[src/rtl/mem_store_bridge_if.sv]
// Store-port / RAM-port / I/O-port bundle for mem_store_bridge.
// STORE_BRIDGE_DROP_CNT_EN adds the io_drop_cnt signal.
interface mem_store_bridge_if #(
   parameter int unsigned DEPTH = 4
);
   localparam int unsigned CNT_W = $clog2(DEPTH) + 1;

   logic [31:0]      mem_addr;
   logic [31:0]      mem_data;
   logic             mem_we;
   logic             ram_we;
   logic [31:0]      ram_addr;
   logic [31:0]      ram_data;
   logic             io_valid;
   logic             io_ready;
   logic [7:0]       io_addr;
   logic [31:0]      io_data;
   logic             io_ovf;
   logic [CNT_W-1:0] io_count;
`ifdef STORE_BRIDGE_DROP_CNT_EN
   logic [7:0]       io_drop_cnt;

   modport slave (
      input  mem_addr, mem_data, mem_we, io_ready,
      output ram_we, ram_addr, ram_data, io_valid, io_addr, io_data,
             io_ovf, io_count, io_drop_cnt
   );
   modport master (
      output mem_addr, mem_data, mem_we, io_ready,
      input  ram_we, ram_addr, ram_data, io_valid, io_addr, io_data,
             io_ovf, io_count, io_drop_cnt
   );
`else
   modport slave (
      input  mem_addr, mem_data, mem_we, io_ready,
      output ram_we, ram_addr, ram_data, io_valid, io_addr, io_data,
             io_ovf, io_count
   );
   modport master (
      output mem_addr, mem_data, mem_we, io_ready,
      input  ram_we, ram_addr, ram_data, io_valid, io_addr, io_data,
             io_ovf, io_count
   );
`endif
endinterface

[src/rtl/mem_store_bridge.sv]
// Splits core stores into a registered data-RAM port and a queued I/O port.
// STORE_BRIDGE_DROP_CNT_EN adds an 8-bit saturating count of dropped I/O stores.
module mem_store_bridge #(
   parameter int unsigned DEPTH   = 4,
   parameter logic [23:0] IO_PAGE = 24'h000001
) (
   input  logic              clk,
   input  logic              rst_n,
   mem_store_bridge_if.slave bus
);
   localparam int unsigned PTR_W      = $clog2(DEPTH);
   localparam int unsigned CNT_W      = PTR_W + 1;
   localparam logic [7:0]  CTL_OFFSET = 8'hFF;

   logic             ram_we_q, ram_we_d;
   logic [31:0]      ram_addr_q, ram_addr_d;
   logic [31:0]      ram_data_q, ram_data_d;
   logic [7:0]       fifo_addr_q [DEPTH];
   logic [31:0]      fifo_data_q [DEPTH];
   logic [PTR_W-1:0] rd_ptr_q, rd_ptr_d;
   logic [PTR_W-1:0] wr_ptr_q, wr_ptr_d;
   logic [CNT_W-1:0] count_q, count_d;
   logic             valid_q, valid_d;
   logic             ovf_q, ovf_d;
`ifdef STORE_BRIDGE_DROP_CNT_EN
   logic [7:0]       drop_cnt_q, drop_cnt_d;
`endif

   logic io_hit_c, ctl_hit_c, io_st_c, full_c, push_c, pop_c, drop_c;

   // Decode, FIFO control and next-state
   always_comb begin
      io_hit_c   = 1'b0;
      ctl_hit_c  = 1'b0;
      io_st_c    = 1'b0;
      full_c     = 1'b0;
      push_c     = 1'b0;
      pop_c      = 1'b0;
      drop_c     = 1'b0;
      ram_we_d   = 1'b0;
      ram_addr_d = ram_addr_q;
      ram_data_d = ram_data_q;
      rd_ptr_d   = rd_ptr_q;
      wr_ptr_d   = wr_ptr_q;
      count_d    = count_q;
      valid_d    = valid_q;
      ovf_d      = ovf_q;
`ifdef STORE_BRIDGE_DROP_CNT_EN
      drop_cnt_d = drop_cnt_q;
`endif

      io_hit_c  = bus.mem_we && (bus.mem_addr[31:8] == IO_PAGE);
      ctl_hit_c = io_hit_c && (bus.mem_addr[7:0] == CTL_OFFSET);
      io_st_c   = io_hit_c && !ctl_hit_c;
      full_c    = (count_q == CNT_W'(DEPTH));
      pop_c     = valid_q && bus.io_ready;
      push_c    = io_st_c && (!full_c || pop_c);
      drop_c    = io_st_c && !push_c;

      if (bus.mem_we && !io_hit_c) begin
         ram_we_d   = 1'b1;
         ram_addr_d = bus.mem_addr;
         ram_data_d = bus.mem_data;
      end

      if (push_c) wr_ptr_d = wr_ptr_q + PTR_W'(1);
      if (pop_c)  rd_ptr_d = rd_ptr_q + PTR_W'(1);
      count_d = count_q + CNT_W'(push_c) - CNT_W'(pop_c);
      valid_d = (count_d != '0);

      // Control store and drop are exclusive: one store per cycle
      if (ctl_hit_c) begin
         ovf_d = 1'b0;
`ifdef STORE_BRIDGE_DROP_CNT_EN
         drop_cnt_d = '0;
`endif
      end else if (drop_c) begin
         ovf_d = 1'b1;
`ifdef STORE_BRIDGE_DROP_CNT_EN
         if (drop_cnt_q != 8'hFF) drop_cnt_d = drop_cnt_q + 8'd1;
`endif
      end
   end

   // State registers and FIFO storage
   always_ff @(posedge clk) begin
      if (!rst_n) begin
         ram_we_q   <= 1'b0;
         ram_addr_q <= '0;
         ram_data_q <= '0;
         rd_ptr_q   <= '0;
         wr_ptr_q   <= '0;
         count_q    <= '0;
         valid_q    <= 1'b0;
         ovf_q      <= 1'b0;
`ifdef STORE_BRIDGE_DROP_CNT_EN
         drop_cnt_q <= '0;
`endif
         for (int unsigned i = 0; i < DEPTH; i++) begin
            fifo_addr_q[i] <= '0;
            fifo_data_q[i] <= '0;
         end
      end else begin
         ram_we_q   <= ram_we_d;
         ram_addr_q <= ram_addr_d;
         ram_data_q <= ram_data_d;
         rd_ptr_q   <= rd_ptr_d;
         wr_ptr_q   <= wr_ptr_d;
         count_q    <= count_d;
         valid_q    <= valid_d;
         ovf_q      <= ovf_d;
`ifdef STORE_BRIDGE_DROP_CNT_EN
         drop_cnt_q <= drop_cnt_d;
`endif
         if (push_c) begin
            fifo_addr_q[wr_ptr_q] <= bus.mem_addr[7:0];
            fifo_data_q[wr_ptr_q] <= bus.mem_data;
         end
      end
   end

   assign bus.ram_we   = ram_we_q;
   assign bus.ram_addr = ram_addr_q;
   assign bus.ram_data = ram_data_q;
   assign bus.io_valid = valid_q;
   assign bus.io_addr  = fifo_addr_q[rd_ptr_q];
   assign bus.io_data  = fifo_data_q[rd_ptr_q];
   assign bus.io_ovf   = ovf_q;
   assign bus.io_count = count_q;
`ifdef STORE_BRIDGE_DROP_CNT_EN
   assign bus.io_drop_cnt = drop_cnt_q;
`endif
endmodule

[src/flat_wrapper.sv]
// flat-port wrapper written by rule: the top's interface ports become plain ports
module mem_store_bridge_flat 
#(
   parameter int unsigned DEPTH   = 4,
   parameter logic [23:0] IO_PAGE = 24'h000001
)
  (clk, rst_n, bus_mem_addr, bus_mem_data, bus_mem_we, bus_io_ready, bus_ram_we, bus_ram_addr, bus_ram_data, bus_io_valid, bus_io_addr, bus_io_data, bus_io_ovf, bus_io_count);
  mem_store_bridge_if #(.DEPTH(DEPTH)) bus_i ();
  input  logic clk;
  input  logic rst_n;
  input wire logic [$bits(bus_i.mem_addr)-1:0] bus_mem_addr;
  input wire logic [$bits(bus_i.mem_data)-1:0] bus_mem_data;
  input wire logic [$bits(bus_i.mem_we)-1:0] bus_mem_we;
  input wire logic [$bits(bus_i.io_ready)-1:0] bus_io_ready;
  output wire logic [$bits(bus_i.ram_we)-1:0] bus_ram_we;
  output wire logic [$bits(bus_i.ram_addr)-1:0] bus_ram_addr;
  output wire logic [$bits(bus_i.ram_data)-1:0] bus_ram_data;
  output wire logic [$bits(bus_i.io_valid)-1:0] bus_io_valid;
  output wire logic [$bits(bus_i.io_addr)-1:0] bus_io_addr;
  output wire logic [$bits(bus_i.io_data)-1:0] bus_io_data;
  output wire logic [$bits(bus_i.io_ovf)-1:0] bus_io_ovf;
  output wire logic [$bits(bus_i.io_count)-1:0] bus_io_count;
  assign bus_i.mem_addr = bus_mem_addr;
  assign bus_i.mem_data = bus_mem_data;
  assign bus_i.mem_we = bus_mem_we;
  assign bus_i.io_ready = bus_io_ready;
  assign bus_ram_we = bus_i.ram_we;
  assign bus_ram_addr = bus_i.ram_addr;
  assign bus_ram_data = bus_i.ram_data;
  assign bus_io_valid = bus_i.io_valid;
  assign bus_io_addr = bus_i.io_addr;
  assign bus_io_data = bus_i.io_data;
  assign bus_io_ovf = bus_i.io_ovf;
  assign bus_io_count = bus_i.io_count;
  mem_store_bridge #(.DEPTH(DEPTH), .IO_PAGE(IO_PAGE)) u_core (.clk(clk), .rst_n(rst_n), .bus(bus_i));
endmodule
[config.mk]
export PLATFORM = sky130hd
export DESIGN_NAME = mem_store_bridge_flat
export DESIGN_NICKNAME = d
export VERILOG_FILES = /design/src/rtl/mem_store_bridge_if.sv /design/src/rtl/mem_store_bridge.sv /design/src/flat_wrapper.sv
export SDC_FILE = /design/constraint.sdc
export NUM_CORES = 1
export LEC_CHECK = 0
export ABC_AREA = 1
export ABC_CLOCK_PERIOD_IN_PS = 6300
export CAP_MARGIN = 25
export CORE_ASPECT_RATIO = 0.75
export CORE_MARGIN = 2
export CORE_UTILIZATION = 50
export CTS_CLUSTER_DIAMETER = 80
export CTS_CLUSTER_SIZE = 30
export DETAILED_ROUTE_END_ITERATION = 10
export PLACE_DENSITY = 0.77
export SLEW_MARGIN = 40
export SYNTH_ARGS = -nofsm -noshare
export SYNTH_HDL_FRONTEND = slang
export SYNTH_SLANG_ARGS = --single-unit
[constraint.sdc]
create_clock -name clk -period 6.3 [get_ports clk]
set_input_delay 1.26 -clock clk [delete_from_list [all_inputs] [get_ports clk]]
set_output_delay 1.26 -clock clk [all_outputs]
set_load 0.05 [all_outputs]
==> flow_metrics.tcl <==
set metrics [dict create \
    timing.fmax_mhz 225 \
    final_nets 1195 \
    htree_levels 1 \
    powerDensity_nw_per_um2 297 \
    area_growth_pct 23.3 \
    route.detailed.drc 0 \
    port_buffers 177 \
    grt_pass1_vias 7285 \
    dr.pass1.iters 5 \
    via_count 7516 \
    fin_crit_ns 4.43 \
    p_total_mw 3.64 \
    synth_cell_types 28 \
    netlist_instances 989 \
    synth_area_um2 9930 \
    slew_headroom_pct 47.5 \
    drive_gt1_share_pct 8.50 \
    crit_path_start_kind "flop" \
    finalHoldViolations 0 \
    crit_type "reg2out" \
    grt_antenna_before_repair 0 \
    syn-num-nets 1060 \
    drt_wl_total_mm 24.4 \
    pin_count 178 \
    start_util_pct 51.1 \
    outcome "complete, no violations" \
    synth-adder-area-share_pct 0.453 \
    post_drt_wl_per_cell_um 17.6 \
    muxShareOfSynthArea_pct 0 \
    skew_ns 0.0175 \
    fp.dieH_um 126 \
    diodes 0 \
    crit_arrival_ns 3.17 \
    cts-buffers-inserted 12 \
    clock_latency_ns 0.49 \
    synthArstFlopShare_pct 0 \
    synth_compound_area_share_pct 10.2 \
    postCtsSetupBuffers 0 \
    die-area_um2 21000 \
    core_area_um2 19400 \
    cts_root_buf "clkbuf_16" \
    syn_area_per_cell_um2 10.0 \
    fillers 1576 \
    synth_common_cells "nor2_1 (310), edfxtp_1 (160), o21ai_0 (137)" \
    ir_drop_mv 0.171 \
    cts_sinks 236 \
    ys_seq_elements 236 \
    yosys.area_share.simple_pct 19.9 \
    ys_seq_area_share_pct 63.7 \
    yosysMostFrequentCell "nor2_1" \
    setup_tns_ns 0 \
    rrSetupSlack_ns 4.07 \
    gp_congestion 0.824 \
    synth_top_area_share_pct 48.4 \
    p_leak_nw 4.62 \
    setup-violations-final 0 \
    drtIter0Drc 615 \
    finalCritPeriodShare_pct 70.4 \
    min_from "u_core.rd_ptr_q[0]" \
    critPathCaptureType "output port" \
    worst_r2r_endpoint "u_core.fifo_addr_q[0][5]" \
    grt_pass1_wl_mm 39.3 \
    synth_top_family_by_area "simple AND/OR/NAND/NOR gates" \
    rows 44 \
    ctsHoldBuffers 0 \
    fp.dieW_um 167 \
    path_clk_slew_ns 0.10 \
    grt_max_degree 81 \
    cts_resized 0 \
    tightest_slew_ns 0.787 \
    worst_ep_required_time_ns 5.04 \
    grt-ovfl-total 0 \
    cp_max_fo 42 \
    cts_tree "yes" \
    utilization_pct 63.0 \
    timing.hold.ws_ns 0.475 \
    cap_violations 0 \
    synthXorXnorAreaFrac_pct 0.264 \
    min_path_cells 1 \
    clockBufferDepth 3 \
    rsz0062_at_grt "false" \
    hpwl_mm 15.1 \
    r2r-start "u_core.bus.io_count[1]" \
    synth_top_cell_by_area "edfxtp_1" \
    r2r.worst_path.cells 7 \
    synth-edff-count 160 \
    yosys-top-cells-area "edfxtp_1 (48%), dfxtp_1 (15%), nor2_1 (12%)" \
    synth_top_flop_cell "edfxtp_1" \
    hold_class "reg2reg" \
    slew_violations 0 \
    drt-vias-per-instance 5.43 \
    drtAntennaViolNets 0 \
    globalRouteTotalUtil_pct 23.2 \
    yosysWarnings 0 \
]
==> flip-flops by register name (all words and copies together) (netlist names), named ones only <==
signal / flops
u_core.bus.ram_addr: 32
u_core.bus.io_ovf: 1
u_core.bus.ram_data: 32
u_core.bus.io_count: 3
u_core.fifo_addr_q: 32
u_core.rd_ptr_q: 2
u_core.bus.ram_we: 1
u_core.bus.io_valid: 1
u_core.wr_ptr_q: 2
u_core.fifo_data_q: 128
==> metrics by stage <==
stage,instance area [µm²],worst slack [ns],instances
finish,12200,1.87,1383
global route,12200,1.71,1383
CTS,12200,1.87,1382
detailed placement,11900,2.34,1362
global placement,11800,2.20,1361
floorplan,9930,1.13,989
==> critical path: stages (launching register included) <==
cell and delay [ns]:
dfxtp_2 0.33, inv_2 0.51, buf_4 0.49, o21ai_0 0.16, o22ai_1 0.30, clkdlybuf4s50_1 0.89
==> final cells by class <==
| cell class | instances | area (µm²) | share of cell area (%) |
|---|---|---|---|
| well taps | 253 | 317 | 2.58 |
| flip-flops and latches | 236 | 6330 | 51.7 |
| clock buffers | 16 | 337 | 2.75 |
| repair buffers | 192 | 1890 | 15.5 |
| multi-input cells | 622 | 3110 | 25.4 |
| clock inverters | 4 | 40.0 | 0.327 |
| inverters | 60 | 225 | 1.84 |
==> routing by layer <==
layer  wire length [µm]  GRT usage [%]  up-vias
met5                  0              0        -
met2              11300           37.9      284
met1              11100           33.5     3591
met3               1670           3.99       23
li1                   -              -     3618
met4                340           4.01        0
==> placed cells by master (no fill, tap or decap), types with 2 or more instances in the layout <==
cell type	Yosys	final
a21oi_1	2	2
o21ai_4	0	2
clkbuf_16	0	13
xor2_1	3	3
nand2_1	26	21
nor3_1	30	30
o21ai_1	11	11
edfxtp_1	160	160
buf_8	0	2
nand3_1	2	2
dfxtp_1	76	74
nand2_2	1	3
clkdlybuf4s50_1	0	176
nor3_2	50	50
inv_2	1	2
o22ai_1	40	40
nor2_1	310	310
nand4_1	3	3
nand2_4	0	3
o21ai_0	137	135
ha_1	2	2
dfxtp_2	0	2
inv_1	58	58
buf_4	1	13
clkbuf_1	55	3
==> worst max path at each step <==
stage | to | cells past startpoint | slack (ns) | startpoint
after floorplan | u_core.fifo_addr_q[1][0] | 7 | 1.13 | bus_mem_addr[23]
after global placement | u_core.fifo_data_q[0][30] | 9 | 2.20 | bus_mem_addr[1]
after detailed placement | u_core.fifo_addr_q[2][1] | 9 | 2.34 | bus_mem_addr[29]
after CTS | bus_io_data[7] | 5 | 1.87 | flop
after global routing | bus_io_data[26] | 5 | 1.71 | flop
final | bus_io_data[7] | 5 | 1.87 | flop
==> logic make-up after synthesis <==
| logic type | after synthesis |
|---|---|
| adders and majority gates | 3 |
| DFF | 236 |
| and+or+nand+nor | 425 |
| AOI/OAI and AO/OA | 191 |
| buffers and inverters | 131 |
| xor gates and xnor gates | 3 |
==> report_power, final <==
| part | internal, mW | switching (mW) |
|---|---|---|
| registers | 1.72 | 0.0345 |
| logic | 0.302 | 0.683 |
| clock network | 0.395 | 0.504 |
(Power assumes the default switching activity.)
